==> config.mk <==
export PLATFORM = sky130hd
export DESIGN_NAME = accum_n
export DESIGN_NICKNAME = d
export VERILOG_FILES = /design/src/rtl/accum_pkg.sv /design/src/rtl/accum_satadd.sv /design/src/rtl/accum_n.sv
export SDC_FILE = /design/constraint.sdc
export NUM_CORES = 1
export LEC_CHECK = 0
export CORE_MARGIN = 10
export CORE_UTILIZATION = 60
export CTS_CLUSTER_SIZE = 20
export DETAILED_ROUTE_END_ITERATION = 10
export PLACE_DENSITY = 0.81
export SLEW_MARGIN = 20
export SYNTH_ARGS = -nofsm -noshare
export SYNTH_HDL_FRONTEND = slang
export SYNTH_SLANG_ARGS = --single-unit
==> constraint.sdc <==
create_clock -name clock -period 3.5 [get_ports clock]
set_input_delay 0.35 -clock clock [delete_from_list [all_inputs] [get_ports clock]]
set_output_delay 0.35 -clock clock [all_outputs]
set_load 0.05 [all_outputs]
==> src/rtl/accum_pkg.sv <==
// accum_pkg -- shared constants and helpers for the accum_n block.
//   ACC_MODE_WRAP / ACC_MODE_SAT : values for the SATURATE parameter.
//   clog2(value)                 : ceil(log2(value)), 0 for value <= 1.
//   chan_width(channels)         : channel index width, never below 1 bit.
package accum_pkg;

  localparam int ACC_MODE_WRAP = 0;
  localparam int ACC_MODE_SAT  = 1;

  function automatic int clog2(input int value);
    int r;
    int v;
    r = 0;
    v = value - 1;
    while (v > 0) begin
      r = r + 1;
      v = v >> 1;
    end
    return r;
  endfunction

  function automatic int chan_width(input int channels);
    return (clog2(channels) < 1) ? 1 : clog2(channels);
  endfunction

endpackage

==> src/rtl/accum_satadd.sv <==
// accum_satadd -- combinational signed adder with overflow detect and
// optional clamp to the signed ACC_WIDTH range.
//   i_a, i_b : signed operands, already ACC_WIDTH wide
//   o_sum    : wrapped sum, or clamped sum when SATURATE == ACC_MODE_SAT
//   o_ovf    : signed overflow of this add (operands agree in sign, sum differs)
module accum_satadd
  import accum_pkg::*;
#(
  parameter int ACC_WIDTH = 32,
  parameter int SATURATE  = ACC_MODE_WRAP
) (
  input  logic [ACC_WIDTH-1:0] i_a,
  input  logic [ACC_WIDTH-1:0] i_b,
  output logic [ACC_WIDTH-1:0] o_sum,
  output logic                 o_ovf
);

  localparam logic [ACC_WIDTH-1:0] SAT_MAX = {1'b0, {(ACC_WIDTH-1){1'b1}}};
  localparam logic [ACC_WIDTH-1:0] SAT_MIN = {1'b1, {(ACC_WIDTH-1){1'b0}}};

  logic [ACC_WIDTH-1:0] w_raw;

  assign w_raw = i_a + i_b;
  assign o_ovf = (i_a[ACC_WIDTH-1] == i_b[ACC_WIDTH-1]) &&
                 (w_raw[ACC_WIDTH-1] != i_a[ACC_WIDTH-1]);

  // On overflow both operands share a sign, so i_a's sign picks the rail.
  always_comb begin
    o_sum = w_raw;
    if ((SATURATE == ACC_MODE_SAT) && o_ovf) begin
      o_sum = i_a[ACC_WIDTH-1] ? SAT_MIN : SAT_MAX;
    end
  end

endmodule

==> src/rtl/accum_n.sv <==
// accum_n -- CHANNELS independent time-multiplexed signed accumulators.
//   clock        : rising-edge clock
//   aclr_n       : asynchronous active-low clear of all state
//   clken        : sample qualifier; nothing changes while low
//   data         : signed IN_WIDTH sample, sign-extended before adding
//   chan         : channel of data; values >= CHANNELS are ignored
//   dump         : with clken, emit channel total (including this sample)
//                  and restart that channel at zero
//   result       : dumped signed total
//   result_chan  : channel of result
//   result_valid : strobe for result/result_chan/result_ovf
//   result_ovf   : channel overflowed at least once since its last restart
//
// Output protocol: there is no backpressure. result_valid is high for exactly
// the one cycle after each accepted dump (clken=1, valid chan, dump=1); the
// qualified outputs hold their last values when result_valid is low.
module accum_n
  import accum_pkg::*;
#(
  parameter int ACC_WIDTH = 32,
  parameter int IN_WIDTH  = 16,
  parameter int CHANNELS  = 4,
  parameter int SATURATE  = ACC_MODE_WRAP
) (
  input  logic                            clock,
  input  logic                            aclr_n,
  input  logic                            clken,
  input  logic [IN_WIDTH-1:0]             data,
  input  logic [chan_width(CHANNELS)-1:0] chan,
  input  logic                            dump,
  output logic [ACC_WIDTH-1:0]            result,
  output logic [chan_width(CHANNELS)-1:0] result_chan,
  output logic                            result_valid,
  output logic                            result_ovf
);

  localparam int CW = chan_width(CHANNELS);
  // One extra bit so CHANNELS itself is representable for the range test.
  localparam logic [CW:0] CH_LIMIT = (CW+1)'(CHANNELS);

  // Register array rather than memory: reset must clear every entry.
  logic [ACC_WIDTH-1:0] r_acc [CHANNELS];
  logic                 r_ovf [CHANNELS];

  logic [ACC_WIDTH-1:0] r_result;
  logic [CW-1:0]        r_result_chan;
  logic                 r_result_valid;
  logic                 r_result_ovf;

  logic                 w_chan_ok;
  logic                 w_take;
  logic [ACC_WIDTH-1:0] w_acc_sel;
  logic                 w_ovf_sel;
  logic [ACC_WIDTH-1:0] w_data_ext;
  logic [ACC_WIDTH-1:0] w_sum;
  logic                 w_add_ovf;

  assign w_chan_ok  = ({1'b0, chan} < CH_LIMIT);
  assign w_take     = clken && w_chan_ok;
  assign w_data_ext = ACC_WIDTH'($signed(data));

  // Read the addressed channel; the add sees the value written on the
  // previous edge, so back-to-back samples to one channel need no bypass.
  always_comb begin
    w_acc_sel = '0;
    w_ovf_sel = 1'b0;
    for (int i = 0; i < CHANNELS; i++) begin
      if (chan == CW'(i)) begin
        w_acc_sel = r_acc[i];
        w_ovf_sel = r_ovf[i];
      end
    end
  end

  accum_satadd #(
    .ACC_WIDTH (ACC_WIDTH),
    .SATURATE  (SATURATE)
  ) u_satadd (
    .i_a   (w_acc_sel),
    .i_b   (w_data_ext),
    .o_sum (w_sum),
    .o_ovf (w_add_ovf)
  );

  always_ff @(posedge clock or negedge aclr_n) begin
    if (!aclr_n) begin
      for (int i = 0; i < CHANNELS; i++) begin
        r_acc[i] <= '0;
        r_ovf[i] <= 1'b0;
      end
      r_result       <= '0;
      r_result_chan  <= '0;
      r_result_valid <= 1'b0;
      r_result_ovf   <= 1'b0;
    end else begin
      r_result_valid <= 1'b0;
      if (w_take) begin
        for (int i = 0; i < CHANNELS; i++) begin
          if (chan == CW'(i)) begin
            if (dump) begin
              r_acc[i] <= '0;
              r_ovf[i] <= 1'b0;
            end else begin
              r_acc[i] <= w_sum;
              r_ovf[i] <= r_ovf[i] | w_add_ovf;
            end
          end
        end
        if (dump) begin
          r_result       <= w_sum;
          r_result_chan  <= chan;
          r_result_valid <= 1'b1;
          r_result_ovf   <= w_ovf_sel | w_add_ovf;
        end
      end
    end
  end

  assign result       = r_result;
  assign result_chan  = r_result_chan;
  assign result_valid = r_result_valid;
  assign result_ovf   = r_result_ovf;

endmodule
==> flow_summary_export.csv <==
group,metric,value,unit
critical_path,cp_cell_sequence,"mux4_2, ha_1, fa_2, a21o_1, a221oi_4, buf_4, o21ai_0, a311oi_1, or3_1, o21ai_0",
critical_path,cp-start-kind,"flop",
cells_and_area,finalNetCount,1033,
floorplan,start_util,61.8,%
cells_and_area,final_cell_mix,"dfrtp_1, nand2_1, o21ai_0",
critical_path,critPathCaptureType,"flop",
timing,fin_crit_sh,94.5,%
logic_synthesis,synth_nets,919,
cells_and_area,utilization,74.6,%
hold_path,hp-class,"reg2reg",
global_route,grt_max_degree,73,
logic_synthesis,ys_seq_area_share,46.5,%
cts,clk_pin_slew,0.06,ns
logic_synthesis,ys_async_sr_fraction,100,%
global_route,grt_pass1_wl,38.7,mm
logic_synthesis,yosysTopAreaCellShare,46.5,%
timing,slew_headroom,36.3,%
placed_design,dp.cells,1142,
critical_path,crit_fanout,4,
critical_path,critPathRequiredTime,3.77,ns
critical_path,crit_type,"reg2reg",
logic_synthesis,ys_seq_elements,168,
timing,skew,0.00844,ns
cells_and_area,syn2layout_area_growth,20.8,%
floorplan,die_y,143,um
logic_synthesis,ys_top_cells_by_area,"dfrtp_1, mux4_2, nand2_1",
cells_and_area,drive_above_1_share,21.5,%
global_route,antenna_found_initial,0,
floorplan,core-area,0.0146,mm^2
timing,tns,0,ns
floorplan,ios,58,
cells_and_area,fillers,976,
cts,cts.sink_count,168,
logic_synthesis,synth.distinct_cells,80,
pwr,irDropWorstVdd,0.000668,V
logic_synthesis,synth_edf_count,0,
placed_design,hpwlAfterDp,16.6,mm
pwr,p_leak,4.93,nW
global_route,grt_overflow,0,
critical_path,slowest_delay,0.50,ns
placed_design,gp_congestion,0.987,
cells_and_area,layout.cells.non_filler,1174,
global_route,track_usage,24.0,%
routing,drt_iter0_drc,702,
timing,rsz0062_at_grt,"no",
critical_path,cpMostUsedCell,"o21ai_0",
floorplan,die_area,0.0204,mm^2
routing,drc,0,
routing,avgRoutedWirePerCell,20.2,um
timing,final_hold_viol_count,0,
routing,first_pass_iters,5,
timing,hold_ws,0.475,ns
timing,worst_slew_pin_slew,0.955,ns
pwr,pwr_density_cell,947,mW/mm^2
cts,clock_path_buffers,2,
cells_and_area,layout_commonest_cell,"dfrtp_1",
logic_synthesis,post_synth_instance_area,0.00905,mm^2
routing,vias_per_cell,6.29,
floorplan,rows,44,
floorplan,die_x,143,um
logic_synthesis,syn-instance-count,865,
cts,clock_latency,0.43,ns
timing,period_minus_slack,3.31,ns
cells_and_area,num_antenna_cells,0,
routing,ant_nets,0,
cts,cts_made_buffers,17,
critical_path,arrival,3.58,ns
job,max_cap_viol_count,0,
cts,cts_root_buf,"clkbuf_16",
global_route,grt_pass1_vias,7394,
timing,clock.fmax,0.302,GHz
status,status,"finished clean",
cts,cts_tree,"yes",
routing,drt-total-wl,23.7,mm
critical_path,critPathSlowestCell,"a311oi_1",
logic_synthesis,syn_avg_cell_area,10.5,um^2
logic_synthesis,ys_warn_count,0,
routing,vias,7385,
timing,setup_violations,0,
logic_synthesis,yosys.area.top_type,"dfrtp_1",
cts,htreeDepth,4,
logic_synthesis,yosys_most_used_dff,"dfrtp_1",
placed_design,port_buffers,57,
timing,drv_slew,0,
[kinds of logic (layout without fill, tap and decap cells)]
group	after synthesis	after routing	synth area share (%)
buffers and inverters	70	195	3.00
XOR/XNOR	27	27	2.86
AO/OA/AOI/OAI	270	270	20.9
adder cells (fa/ha/maj)	32	32	4.51
multiplexers	51	51	10.5
flip-flops	168	168	46.5
AND/OR/NAND/NOR	247	247	11.8
[flip-flops by register name (all words and copies together) (netlist names)]
signal,count
r_acc,128
result_chan,2
r_ovf,4
result_valid,1
result_ovf,1
result,32
[per-layer routing]
layer / GRT usage (%) / routed length [um] / vias to the layer above
met5: 0 / 0 / -
met4: 7.82 / 462 / 0
met3: 4.98 / 1870 / 38
met2: 36.2 / 10800 / 345
met1: 34.2 / 10600 / 3620
li1: - / - / 3382
[through the flow]
step / setup slack (ns) / area, um^2 / total power [mW]
finish: 0.192 / 10900 / 10.3
global route: 0.0329 / 10900 / 11.0
CTS: 0.108 / 10900 / 10.3
detailed placement: -0.120 / 10400 / 8.47
global placement: -0.0757 / 10400 / 8.32
floorplan: 0.00585 / 9070 / 6.58
[Yosys cell counts, types with 5 or more instances]
cell type / instances
xor2_1: 9
dfrtp_1: 168
nand3_1: 10
o21ai_1: 5
ha_1: 31
a211oi_1: 7
mux4_2: 33
buf_2: 6
a21o_1: 12
clkbuf_1: 43
nor3_1: 8
nand2b_1: 7
a31oi_1: 6
o31ai_1: 17
inv_1: 14
nor2_1: 31
a22o_1: 24
nand4_1: 6
nand2_1: 163
o21ai_0: 114
mux2_2: 15
xnor2_1: 15
a21oi_1: 26
buf_1: 6
[report_power, final]
group	internal (mW)	total (mW)	leakage, nW	switching, mW
sequential	2.75	3.19	2.16	0.437
clock	1.06	1.79	0.266	0.734
combinational	2.29	5.37	2.50	3.07
total	6.11	10.3	4.93	4.24
[what timing repair did]
action | CTS | global route
setup buffers | 0 | 1
setup endpoints to repair | 0 | 15
gates resized for setup | 0 | 2
hold buffers | 1 | 0
endpoints found under the hold margin | 70 | 0
[final timing paths]
kind	cells past startpoint	to	start	slack, ns
max	10	r_acc[10]	r_acc[0]	0.19
min	2	result[23]	result[23]	0.47
max reg2reg	10	r_acc[10]	r_acc[0]	0.19
min reg2reg	2	result[23]	result[23]	0.47
max in group asynchronous	3	r_acc[112]	aclr_n	2.10
min in group asynchronous	2	r_acc[98]	aclr_n	0.50
[layout make-up]
type | instances | area, um^2 | area share, %
Clock buffer | 22 | 454 | 4.16
Timing Repair Buffer | 151 | 1310 | 12.0
Sequential cell | 168 | 4200 | 38.5
Multi-Input combinational cell | 627 | 4580 | 41.9
Tap cell | 184 | 230 | 2.11
Inverter | 14 | 52.6 | 0.481
Clock inverter | 8 | 98.8 | 0.905
[critical path, delay by kind of cell, from the launching register on]
kind	cells	cell delay (ns)
compound gates	5	1.27
fa+ha+maj	2	0.60
buf+inv	1	0.18
flops	1	0.38
mux	1	0.47
simple gates	1	0.24
Power figures use the tool's default switching activity.
